**src/rtl/fifo_read_stream_adapter_if.sv**
```systemverilog
// Read-side bus bundle for fifo_read_stream_adapter: FIFO read handshake
// (fifo_empty / fifo_rdata / fifo_r_en) plus the outgoing valid/ready stream.
// The master modport is taken by the adapter, the slave modport by its environment.
interface fifo_read_stream_adapter_if #(
    parameter int DSIZE = 8
);
    logic             fifo_empty;
    logic [DSIZE-1:0] fifo_rdata;
    logic             fifo_r_en;
    logic             m_valid;
    logic [DSIZE-1:0] m_data;
    logic             m_ready;

    modport master (
        input  fifo_empty,
        input  fifo_rdata,
        input  m_ready,
        output fifo_r_en,
        output m_valid,
        output m_data
    );

    modport slave (
        output fifo_empty,
        output fifo_rdata,
        output m_ready,
        input  fifo_r_en,
        input  m_valid,
        input  m_data
    );
endinterface

```
**src/rtl/fifo_read_stream_adapter.sv**
```systemverilog
// Read-domain consumer for the async FIFO. Issues reads against a credit of
// three (buffer occupancy plus the read in flight), captures the registered
// FIFO read data one rclk later into a 3-entry circular prefetch buffer and
// presents the buffer head as a valid/ready stream. fifo_r_en depends only on
// fifo_empty and registered state, never on m_ready.
// Optional feature macro: RD_LEVEL_EN adds g_wptr_sync/g_rptr inputs and a
// registered rd_level output (words held in FIFO memory).
module fifo_read_stream_adapter #(
    parameter int DSIZE    = 8,
    parameter int PTRWIDTH = 3,
    parameter int CNTWIDTH = 16
) (
    input  logic                         rclk,
    input  logic                         rrst_n,
    fifo_read_stream_adapter_if.master   bus,
    output logic [CNTWIDTH-1:0]          rd_count
`ifdef RD_LEVEL_EN
    ,
    input  logic [PTRWIDTH:0]            g_wptr_sync,
    input  logic [PTRWIDTH:0]            g_rptr,
    output logic [PTRWIDTH:0]            rd_level
`endif
);

    logic [1:0]          r_occ;
    logic [1:0]          r_head;
    logic [1:0]          r_tail;
    logic                r_inflight;
    logic [DSIZE-1:0]    r_buf [0:2];
    logic [CNTWIDTH-1:0] r_count;

    logic [2:0]          w_credit;
    logic                w_rd_en;
    logic                w_pop;
    logic                w_valid;

    function automatic logic [1:0] f_inc3(input logic [1:0] p);
        return (p == 2'd2) ? 2'd0 : p + 2'd1;
    endfunction

    // Read credit, stream handshake and read request (held low during reset)
    always_comb begin
        w_credit = {1'b0, r_occ} + {2'b00, r_inflight};
        w_valid  = (r_occ != 2'd0);
        w_pop    = w_valid & bus.m_ready;
        w_rd_en  = rrst_n & ~bus.fifo_empty & (w_credit < 3'd3);
    end

    assign bus.fifo_r_en = w_rd_en;
    assign bus.m_valid   = w_valid;
    assign bus.m_data    = r_buf[r_head];
    assign rd_count      = r_count;

    // Prefetch buffer: capture in-flight word at tail, advance head on pop
    always_ff @(posedge rclk or negedge rrst_n) begin
        if (!rrst_n) begin
            r_occ      <= 2'd0;
            r_head     <= 2'd0;
            r_tail     <= 2'd0;
            r_inflight <= 1'b0;
            r_count    <= '0;
            for (int unsigned i = 0; i < 3; i++) begin
                r_buf[i] <= '0;
            end
        end else begin
            r_inflight <= w_rd_en;
            if (r_inflight) begin
                r_buf[r_tail] <= bus.fifo_rdata;
                r_tail        <= f_inc3(r_tail);
            end
            if (w_pop) begin
                r_head  <= f_inc3(r_head);
                r_count <= r_count + 1'b1;
            end
            r_occ <= r_occ + {1'b0, r_inflight} - {1'b0, w_pop};
        end
    end

`ifdef RD_LEVEL_EN
    logic [PTRWIDTH:0] w_wbin;
    logic [PTRWIDTH:0] w_rbin;
    logic [PTRWIDTH:0] r_level;

    // Binary value is the XOR of the gray code with all its right shifts
    function automatic logic [PTRWIDTH:0] f_gray2bin(input logic [PTRWIDTH:0] g);
        logic [PTRWIDTH:0] b;
        b = g;
        for (int unsigned i = 1; i <= PTRWIDTH; i++) begin
            b = b ^ (g >> i);
        end
        return b;
    endfunction

    // Pointer conversion for the level difference
    always_comb begin
        w_wbin = f_gray2bin(g_wptr_sync);
        w_rbin = f_gray2bin(g_rptr);
    end

    // Registered FIFO fill level, modulo pointer width
    always_ff @(posedge rclk or negedge rrst_n) begin
        if (!rrst_n) begin
            r_level <= '0;
        end else begin
            r_level <= w_wbin - w_rbin;
        end
    end

    assign rd_level = r_level;
`endif

endmodule
```
**src/flat_wrapper.sv**
```systemverilog
// flat-port wrapper written by rule: the top's interface ports become plain ports
module fifo_read_stream_adapter_flat 
#(
    parameter int DSIZE    = 8,
    parameter int PTRWIDTH = 3,
    parameter int CNTWIDTH = 16
)
  (rclk, rrst_n, rd_count, bus_fifo_empty, bus_fifo_rdata, bus_m_ready, bus_fifo_r_en, bus_m_valid, bus_m_data);
  fifo_read_stream_adapter_if #(.DSIZE(DSIZE)) bus_i ();
  input  logic rclk;
  input  logic rrst_n;
  output logic [CNTWIDTH-1:0] rd_count;
  input wire logic [$bits(bus_i.fifo_empty)-1:0] bus_fifo_empty;
  input wire logic [$bits(bus_i.fifo_rdata)-1:0] bus_fifo_rdata;
  input wire logic [$bits(bus_i.m_ready)-1:0] bus_m_ready;
  output wire logic [$bits(bus_i.fifo_r_en)-1:0] bus_fifo_r_en;
  output wire logic [$bits(bus_i.m_valid)-1:0] bus_m_valid;
  output wire logic [$bits(bus_i.m_data)-1:0] bus_m_data;
  assign bus_i.fifo_empty = bus_fifo_empty;
  assign bus_i.fifo_rdata = bus_fifo_rdata;
  assign bus_i.m_ready = bus_m_ready;
  assign bus_fifo_r_en = bus_i.fifo_r_en;
  assign bus_m_valid = bus_i.m_valid;
  assign bus_m_data = bus_i.m_data;
  fifo_read_stream_adapter #(.DSIZE(DSIZE), .PTRWIDTH(PTRWIDTH), .CNTWIDTH(CNTWIDTH)) u_core (.rclk(rclk), .rrst_n(rrst_n), .bus(bus_i), .rd_count(rd_count));
endmodule
```
**config.mk**
```make
export PLATFORM = sky130hd
export DESIGN_NAME = fifo_read_stream_adapter_flat
export DESIGN_NICKNAME = d
export VERILOG_FILES = /design/src/rtl/fifo_read_stream_adapter_if.sv /design/src/rtl/fifo_read_stream_adapter.sv /design/src/flat_wrapper.sv
export SDC_FILE = /design/constraint.sdc
export NUM_CORES = 1
export LEC_CHECK = 0
export CAP_MARGIN = 5
export CORE_UTILIZATION = 30
export CTS_CLUSTER_DIAMETER = 50
export DETAILED_ROUTE_END_ITERATION = 8
export SKIP_CTS_REPAIR_TIMING = 1
export SLEW_MARGIN = 5
export SYNTH_ARGS = -nofsm -noshare
export SYNTH_HDL_FRONTEND = slang
export SYNTH_SLANG_ARGS = --single-unit
```
**constraint.sdc**
```tcl
create_clock -name rclk -period 2.7 [get_ports rclk]
set_clock_uncertainty 0.05 [all_clocks]
set_input_delay 0.405 -clock rclk [delete_from_list [all_inputs] [get_ports rclk]]
set_output_delay 0.405 -clock rclk [all_outputs]
set_load 0.005 [all_outputs]
```
Word level (Yosys, flattened, before mapping)
Cells that the tools add are included.
{ "classes": {"n_reduce_logical": 2, "add_sub_neg": 6, "order_cmp": 4, "eq_ne": 2, "muxes": 8, "bitwise": 6} }
{ "op_table": {"columns": ["cell", "n"], "rows": [
  ["$bwmux W24", 1],
  ["$mux W8", 3],
  ["$add A16 B1 Y16 const B", 1],
  ["$bmux W8 S2", 1],
  ["$demux W8 S2", 1],
  ["$ge A3 B3 Y1 const B", 2],
  ["$not A2 Y3", 2],
  ["$add A2 B1 Y2 const B", 2],
  ["$eq A2 B2 Y1 const B", 2],
  ["$mux W2", 2],
  ["$add A2 B1 Y3", 1],
  ["$and A1 B1 Y1", 3],
  ["$lt A3 B1 Y1 const B", 1],
  ["$lt A3 B2 Y1 const B", 1],
  ["$add A2 B1 Y2", 1],
  ["$reduce_bool A2 Y1", 1],
  ["$sub A2 B1 Y2", 1],
  ["$logic_and A1 B1 Y1", 1],
  ["$not A1 Y1", 1]
]} }
{ "totals": {"register_bits": 47, "word_cells": 36, "out_inout_bits": 26, "in_bits": 12} }

Depth between registers and ports, before layout
Gate-level depths: netlist of the first run.
{ "depth": {"depth_word": 6, "ltp_mapped": 7, "mapped_depth_nobuf": 7} }

Worst setup path before layout of the first run
OpenSTA, ideal clock, no wires.
{ "synth_path": {"path_type": "register to output", "start": "register u_core.r_inflight", "end": "output port bus_fifo_r_en", "required_ns": 2.245, "slack_ns": 0.828, "stages_incl_launch_ff": 4, "n_path_buf": 0, "arrival_time_ns": 1.417, "path_cell_list": "dfrtp_1 -> ha_1 -> ha_1 -> a2111oi_0"} }
{ "synth_between": {"elab_chain_cells": 3} }
{ "synth_rtl": {"columns": ["item", "line_no", "text"], "rows": [
  ["from (decl)", "fifo_read_stream_adapter.sv:28", "logic r_inflight;"],
  ["from (signal assigned)", "fifo_read_stream_adapter.sv:66", "r_inflight <= w_rd_en;"],
  ["$add A2 B1 Y3", "fifo_read_stream_adapter.sv:43", "w_credit = {1'b0, r_occ} + {2'b00, r_inflight};"],
  ["$lt A3 B2 Y1", "fifo_read_stream_adapter.sv:46", "w_rd_en = rrst_n & ~bus.fifo_empty & (w_credit < 3'd3);"],
  ["$and A1 B1 Y1", "fifo_read_stream_adapter.sv:46", null],
  ["to (decl)", "flat_wrapper.sv:16", "output wire logic [$bits(bus_i.fifo_r_en)-1:0] bus_fifo_r_en;"]
]} }
No other way between the ends.

Worst setup path after layout of the first run
{ "layout_path": {"start": "register u_core.r_head[0]", "end": "output port bus_m_data[4]"} }
{ "layout_between": {"elab_chain_cells": 4} }
{ "layout_rtl": {"columns": ["item", "line_no", "text"], "rows": [
  ["from (decl)", "fifo_read_stream_adapter.sv:26", "logic [1:0] r_head;"],
  ["from (signal assigned)", "fifo_read_stream_adapter.sv:72", "r_head <= f_inc3(r_head);"],
  ["$not A2 Y3 (implied by the code)", "fifo_read_stream_adapter.sv:51", "assign bus.m_data = r_buf[r_head];"],
  ["$bmux W8 S2", "fifo_read_stream_adapter.sv:51", null],
  ["$mux W8 (implied by the code) (2 in a row)", "fifo_read_stream_adapter.sv:51", null],
  ["to (decl)", "flat_wrapper.sv:18", "output wire logic [$bits(bus_i.m_data)-1:0] bus_m_data;"]
]} }
No other way between the ends. The select of a mux whose other input is x is not followed.

==> results.ini, run 1 <==
[status]
status = finished clean

[clocking]
cts_sink_cnt = 47
cts_tree = yes
cts.path.max_buffers = 2
cts-buffers-inserted = 5
root_buffer_cell = sky130_fd_sc_hd__clkbuf_8
clkTransAtPathRegs_ns = 0.09
clock_h_tree_levels = 2
worst_skew_pair.late_latency_ns = 0.29

[die]
design.portCount = 38
floorplan.die.width_um = 86.1
design.die.area_mm2 = 0.00742
number_of_placement_rows = 30
initial_cell_density_of_the_core_pct = 31.1
fp.coreArea_mm2 = 0.00683
die_height_um = 86.1

[logic_synthesis]
synth.area.top_cells = sky130_fd_sc_hd__dfrtp_1 (55%), sky130_fd_sc_hd__mux2_2 (8.5%), sky130_fd_sc_hd__mux2_4 (5.7%), sky130_fd_sc_hd__xnor2_1 (4.1%), sky130_fd_sc_hd__mux2i_1 (3.8%)
synth_area_per_cell_um2 = 12.8
dominantRegCellSynth = sky130_fd_sc_hd__dfrtp_1
synthTopCellsByCount = sky130_fd_sc_hd__dfrtp_1 (47), sky130_fd_sc_hd__nand2_1 (18), sky130_fd_sc_hd__mux2_2 (16)
synth_seq_cells = 47
yosysMostFrequentCell = sky130_fd_sc_hd__dfrtp_1
postSynth.asyncResetShare_pct = 100
synth_area_mm2 = 0.00212
synth_seq_area_share_pct = 55.4
synth-warning-count = 0
postSynthCellCount = 166
number_of_flops_mapped_to_enable_cells_by_yosys = 0
post_synth_num_cell_types = 27
yosys.area.top_type = sky130_fd_sc_hd__dfrtp_1
synthDominantCellAreaShare_pct = 55.4
syn-num-nets = 183

[worst_setup_path]
crit_chain = nor2b_1 > buf_4 > nand2_1 > o21ai_0 > clkdlybuf4s50_1
timing_worst_setup_path_type = register to output pin
critical_path_arrival_ns = 1.95
critPathMaxStageDelay_ns = 0.56
worst_path_max_delay_cell = sky130_fd_sc_hd__dfrtp_1
cp-start-kind = register
crit_path_end_kind = output pin
critical_path_maximum_fanout = 11
required_time_at_the_worst_slack_endpoint_ns = 2.25
critPathBufInv = 2
critPathTopFamily = buffers and inverters

[grt]
globalRouteOverflowTotal = 0
largest_net_degree_at_the_start_of_global_routing = 48
wire_length_of_the_first_global_routing_pass_mm = 6.87
antenna_found_initial = 0
first_global_vias = 1355
grt_util_all_layers_pct = 12.2

[sta]
period_minus_slack_ns = 2.41
maxSlewHeadroom_pct = 47.7
max_slew_violation_count = 0
grt_setup_unrepaired = no
final-hold-violation-count = 0
final.period_utilization_pct = 89.2
final-setup-viol-count = 0
highest_clock_frequency_the_design_can_meet_mhz = 415
tightest_slew_ns = 0.780

[detailed_routing]
antenna_violating_nets_post_route = 0
routed_wl_mm = 3.99
routed_wire_length_per_instance_um = 13.0
viasPerCell = 4.36
dr_total_vias = 1333
detail_route.first_pass.iterations = 6
drt_iter0_markers = 56
drc = 0

[layout]
drive_gt1_share_pct = 20.0
antenna_cells = 0
final_net_count = 227
area_delta_synth_final_pct = 28.0
design_area_mm2 = 0.00272
filler_instances = 678

[power_and_ir_drop]
fin_total_pwr_w = 0.00275
ir_drop_v = 0.000266
total_leakage_power_nw = 1.27
power.density_mw_per_mm2 = 1010

[job]
drv_cap = 0

[place]
hpwl_mm = 2.79
gp_routability_congestion = 0.687
place_area_mm2 = 0.00262
place.port_buffers = 37

[min_path]
timing.hold.worst.class = input pin to asynchronous set/reset pin

[logic make-up (layout without fill, tap and decap cells)]
group / after synthesis / in the layout / share of synthesized area, %
flip-flops: 47 / 47 / 55.4
AND/OR/NAND/NOR: 42 / 42 / 10.7
multiplexers: 32 / 32 / 17.9
XOR/XNOR: 17 / 17 / 7.01
AO/OA/AOI/OAI: 13 / 13 / 3.83
buffers and inverters: 10 / 54 / 2.18
adder cells (fa/ha/maj): 5 / 5 / 2.95
[flip-flops by register name, summed over array words and instances (netlist names)]
| signal | flops |
|---|---|
| u_core.r_buf | 24 |
| u_core.rd_count | 16 |
| u_core.r_tail | 2 |
| u_core.r_occ | 2 |
| u_core.r_head | 2 |
| u_core.r_inflight | 1 |
[area by class of cell]
cell class                      instances  area (µm²)  share of cell area (%)
Clock buffer                            5        68.8                    2.53
Inverter                                6        22.5                   0.828
Timing Repair Buffer                   41         398                    14.6
Multi-Input combinational cell        109         920                    33.8
Clock inverter                          2        13.8                   0.506
Tap cell                               96         120                    4.42
Sequential cell                        47        1180                    43.3
[through the flow]
step,worst slack (ns),util (%),cells,hold slack (ns),TNS [ns]
final,0.291,39.8,306,0.198,0
after floorplan,0.828,-,166,0.0594,0
after CTS,-0.165,39.5,306,0.226,-0.165
after global routing,0.157,39.8,306,0.243,0
after global placement,0.234,38.3,299,0.412,0
after detailed placement,0.205,38.3,299,0.423,0
[per-layer routing]
metal,GRT usage [%],vias up,routed length (µm)
met3,3.95,2,157
met1,16.5,647,1950
li1,-,659,-
met5,0,-,0
met2,18.7,25,1860
met4,3.18,0,32
[report_power, final]
group | internal, W | switching [W] | total (W) | leakage (nW)
sequential | 0.000982 | 0.000231 | 0.00121 | 0.583
clock | 0.000177 | 0.000231 | 0.000409 | 0.0440
combinational | 0.000719 | 0.000414 | 0.00113 | 0.645
total | 0.00188 | 0.000876 | 0.00275 | 1.27
[worst register-to-register path, stage by stage (launching register included)]
cell and delay (ns):
sky130_fd_sc_hd__dfrtp_1 0.43, sky130_fd_sc_hd__or2_2 0.32, sky130_fd_sc_hd__nand2_1 0.19, sky130_fd_sc_hd__inv_1 0.13
sky130_fd_sc_hd__ha_1 0.30, sky130_fd_sc_hd__inv_1 0.04, sky130_fd_sc_hd__ha_1 0.17, sky130_fd_sc_hd__xnor2_1 0.16
[cells in the final DEF (no fill, tap or decap), drive strengths merged]
master | Yosys | layout
a2111oi | 1 | 1
a21o | 2 | 2
and3 | 6 | 6
buf | 3 | 5
clkbuf | 1 | 5
clkdlybuf4s50 | 0 | 35
clkinv | 0 | 2
dfrtp | 47 | 47
dlymetal6s2s | 0 | 1
ha | 5 | 5
inv | 6 | 6
mux2 | 24 | 24
mux2i | 8 | 8
nand2 | 18 | 18
nand3 | 6 | 6
nand4 | 3 | 3
nor2 | 2 | 2
nor2b | 1 | 1
nor3 | 4 | 4
o211ai | 1 | 1
o21ai | 9 | 9
or2 | 1 | 1
or3 | 1 | 1
xnor2 | 10 | 10
xor2 | 7 | 7
[worst paths after layout]
path | from | endpoint | slack [ns] | depth (start not counted)
setup / recovery | u_core.r_head[0]$_DFFE_PN0P_ | bus_m_data[4] | 0.29 | 5
hold / removal | rrst_n | u_core.rd_count[11]$_DFFE_PN0P_ | 0.20 | 2
setup reg to reg | u_core.r_occ[0]$_DFF_PN0_ | u_core.r_occ[1]$_DFF_PN0_ | 0.82 | 7
hold reg to reg | u_core.rd_count[15]$_DFFE_PN0P_ | u_core.rd_count[15]$_DFFE_PN0P_ | 0.43 | 1
max in group asynchronous | rrst_n | u_core.r_buf[9]$_DFFE_PN0P_ | 2.00 | 2
min in group rclk | rrst_n | u_core.r_inflight$_DFF_PN0_ | 0.37 | 3
(Power assumes the default switching activity.)
==> run 2: changes to the inputs <==
==> constraint.sdc (replaced) <==
create_clock -name rclk -period 2.95 [get_ports rclk]
set_clock_uncertainty 0.05 [all_clocks]
set_input_delay 0.4425 -clock rclk [delete_from_list [all_inputs] [get_ports rclk]]
set_output_delay 0.4425 -clock rclk [all_outputs]
set_load 0.005 [all_outputs]
==> run 2 against run 1 <==
Combinational power down 13%. Largest cell class unchanged. Final cell count unchanged. Global-route usage down 0.44 points. Via count unchanged.
==> results.ini, run 2 (synthesis results as in run 1) <==
[status]
status = finished clean

[power_and_ir_drop]
p_clk_share_pct = 15.5  ; +0.7 points
p_sw_w = 0.000788  ; -10%
power.sequential.fraction_pct = 45.0  ; +1.0 points
ir_drop_v = 0.000273  ; +2.6%
internal_power_w = 0.00170  ; -9.4%
power_frac_comb_pct = 39.4  ; -1.7 points
power.density_mw_per_mm2 = 923  ; -8.9%
switching_share_pct = 31.7  ; -0.14 points
total_leakage_power_nw = 1.25  ; -1.4%

[min_path]
timing.hold.worst.class = input pin to asynchronous set/reset pin

[grt]
first_global_vias = 1329  ; -1.9%
largest_net_degree_at_the_start_of_global_routing = 48  ; unchanged
grt_util_all_layers_pct = 11.7  ; -0.44 points
globalRouteOverflowTotal = 0  ; unchanged
wire_length_of_the_first_global_routing_pass_mm = 6.66  ; -3.0%
antenna_found_initial = 0  ; unchanged

[die]
design.die.area_mm2 = 0.00742  ; unchanged
floorplan.die.width_um = 86.1  ; unchanged
number_of_placement_rows = 30  ; unchanged
initial_cell_density_of_the_core_pct = 31.1  ; unchanged
fp.coreArea_mm2 = 0.00683  ; unchanged
design.portCount = 38  ; unchanged
die_height_um = 86.1  ; unchanged

[layout]
filler_instances = 672  ; -0.88%
final_common_cell = sky130_fd_sc_hd__dfrtp_1
final_net_count = 226  ; -0.44%
multi_input_comb_area_um2 = 902  ; -1.9%
area_delta_synth_final_pct = 27.0
final-seq-area_mm2 = 0.00118  ; unchanged
final_cell_count_no_fill = 306  ; unchanged
drive_gt1_share_pct = 19.5  ; -0.48 points
post-route-util_pct = 39.5  ; -0.33 points
largest-register = u_core.r_buf
flip_flop_count_of_the_largest_register_after_layout = 24  ; unchanged
antenna_cells = 0  ; unchanged
most_frequent_cells_in_the_layout = sky130_fd_sc_hd__dfrtp_1 (47), sky130_fd_sc_hd__clkdlybuf4s50_1 (36), sky130_fd_sc_hd__nand2_1 (18)

[worst_setup_path]
cp-start-kind = register
critical_path_maximum_fanout = 5  ; -6
critical_path_arrival_ns = 2.26  ; +0.31 ns
required_time_at_the_worst_slack_endpoint_ns = 2.46  ; +0.21 ns
crit_path_end_kind = output pin
timing_worst_setup_path_type = register to output pin

[place]
hpwl_mm = 2.74  ; -1.9%
gp_routability_congestion = 0.712  ; +3.7%
pre_cts_slack_ns = 0.457  ; +0.252 ns
numPlacedInstances = 298  ; -0.33%
place.port_buffers = 37  ; unchanged

[detailed_routing]
viasPerCell = 4.36  ; unchanged
drc = 0  ; unchanged
routed_wl_mm = 3.97  ; -0.48%
routed_wire_length_per_instance_um = 13.0  ; -0.48%
dr_total_vias = 1333  ; unchanged
antenna_violating_nets_post_route = 0  ; unchanged
detail_route.first_pass.iterations = 4  ; -2
drt_iter0_markers = 68  ; +21%

[clocking]
root_buffer_cell = sky130_fd_sc_hd__clkbuf_8
clock_h_tree_levels = 2  ; unchanged
cts.path.max_buffers = 2  ; unchanged
cts-buffers-inserted = 5  ; unchanged
cts_tree = yes
worst_skew_pair.late_latency_ns = 0.30  ; about the same
clkTransAtPathRegs_ns = 0.09  ; about the same
cts_sink_cnt = 47  ; unchanged

[sta]
final-hold-violation-count = 0  ; unchanged
period_minus_slack_ns = 2.76
final.period_utilization_pct = 93.5
finalWorstSetupSlack_ns = 0.193  ; -0.0983 ns
fin_worst_hold_slack_ns = 0.232  ; +0.0333 ns
highest_clock_frequency_the_design_can_meet_mhz = 363
tightest_slew_ns = 0.843  ; +0.0637 ns
max_slew_violation_count = 0  ; unchanged
maxSlewHeadroom_pct = 43.5  ; -4.3 points
final.setup.tns_ns = 0  ; unchanged
final-setup-viol-count = 0  ; unchanged
grt_setup_unrepaired = no

[job]
drv_cap = 0  ; unchanged

## run 2: cell count changes in the layout (fill, tap and decap cells not counted), sizes merged
cell | previous run | this run
dlymetal6s2s | 1 | 0
inv | 6 | 7
clkdlybuf4s50 | 35 | 36
buf | 5 | 4
## run 2: worst max-delay path, stage by stage, from the launching register on
cell	delay [ns]
sky130_fd_sc_hd__dfrtp_1	0.43
sky130_fd_sc_hd__ha_1	0.22
sky130_fd_sc_hd__ha_1	0.27
sky130_fd_sc_hd__a2111oi_1	0.46
sky130_fd_sc_hd__clkdlybuf4s50_1	0.58
## run 2: cell type report
class	instances	area share (%)
clock inverter	3	0.696
sequential	47	43.6
timing repair buffer	40	14.4
multi-input combinational	109	33.5
inverter	6	0.835
clock buffer	5	2.55
tap	96	4.45
## run 2: power by group through the flow
stage / logic [W] / clock network (W) / registers (W)
floorplan: 0.000603 / 0 / 0.00105
global placement: 0.000985 / 0 / 0.00114
detailed placement: 0.000992 / 0 / 0.00114
CTS: 0.00100 / 0.000404 / 0.00113
global route: 0.00108 / 0.000428 / 0.00117
finish: 0.000982 / 0.000386 / 0.00112
## run 2: final timing paths
path,depth (start not counted),end,start,slack [ns]
worst max-delay path,4,bus_fifo_r_en,u_core.r_inflight$_DFF_PN0_,0.19
worst min-delay path,2,u_core.rd_count[11]$_DFFE_PN0P_,rrst_n,0.23
worst max register to register,7,u_core.r_occ[1]$_DFF_PN0_,u_core.r_occ[0]$_DFF_PN0_,1.09
worst min register to register,1,u_core.rd_count[15]$_DFFE_PN0P_,u_core.rd_count[15]$_DFFE_PN0P_,0.42
max in group asynchronous,2,u_core.r_buf[9]$_DFFE_PN0P_,rrst_n,2.20
min in group rclk,3,u_core.r_inflight$_DFF_PN0_,rrst_n,0.37
## run 2: layer usage
layer / vias up / part of all wire, % / global-route usage, %
met5: - / 0 / 0
met4: 0 / 1.1 / 4.09
met3: 4 / 4.0 / 3.46
met2: 27 / 45 / 17.4
met1: 647 / 50 / 16.3
li1: 655 / - / -
## run 2: through the flow
| step | total power (W) | cell area [µm²] |
|---|---|---|
| global route | 0.00268 | 2700 |
| global placement | 0.00212 | 2610 |
| CTS | 0.00253 | 2700 |
| detailed placement | 0.00213 | 2610 |
| finish | 0.00249 | 2700 |
| floorplan | 0.00165 | 2120 |
==> run 3: changes to the inputs <==
--- a/config.mk
+++ b/config.mk
@@ -5,7 +5,7 @@
 export SDC_FILE = /design/constraint.sdc
 export NUM_CORES = 1
 export LEC_CHECK = 0
-export CAP_MARGIN = 5
+export CAP_MARGIN = 20
 export CORE_UTILIZATION = 30
 export CTS_CLUSTER_DIAMETER = 50
 export DETAILED_ROUTE_END_ITERATION = 8
==> results of run 3 <==
The final DEF is identical to that of run 2; final timing and power are the same.
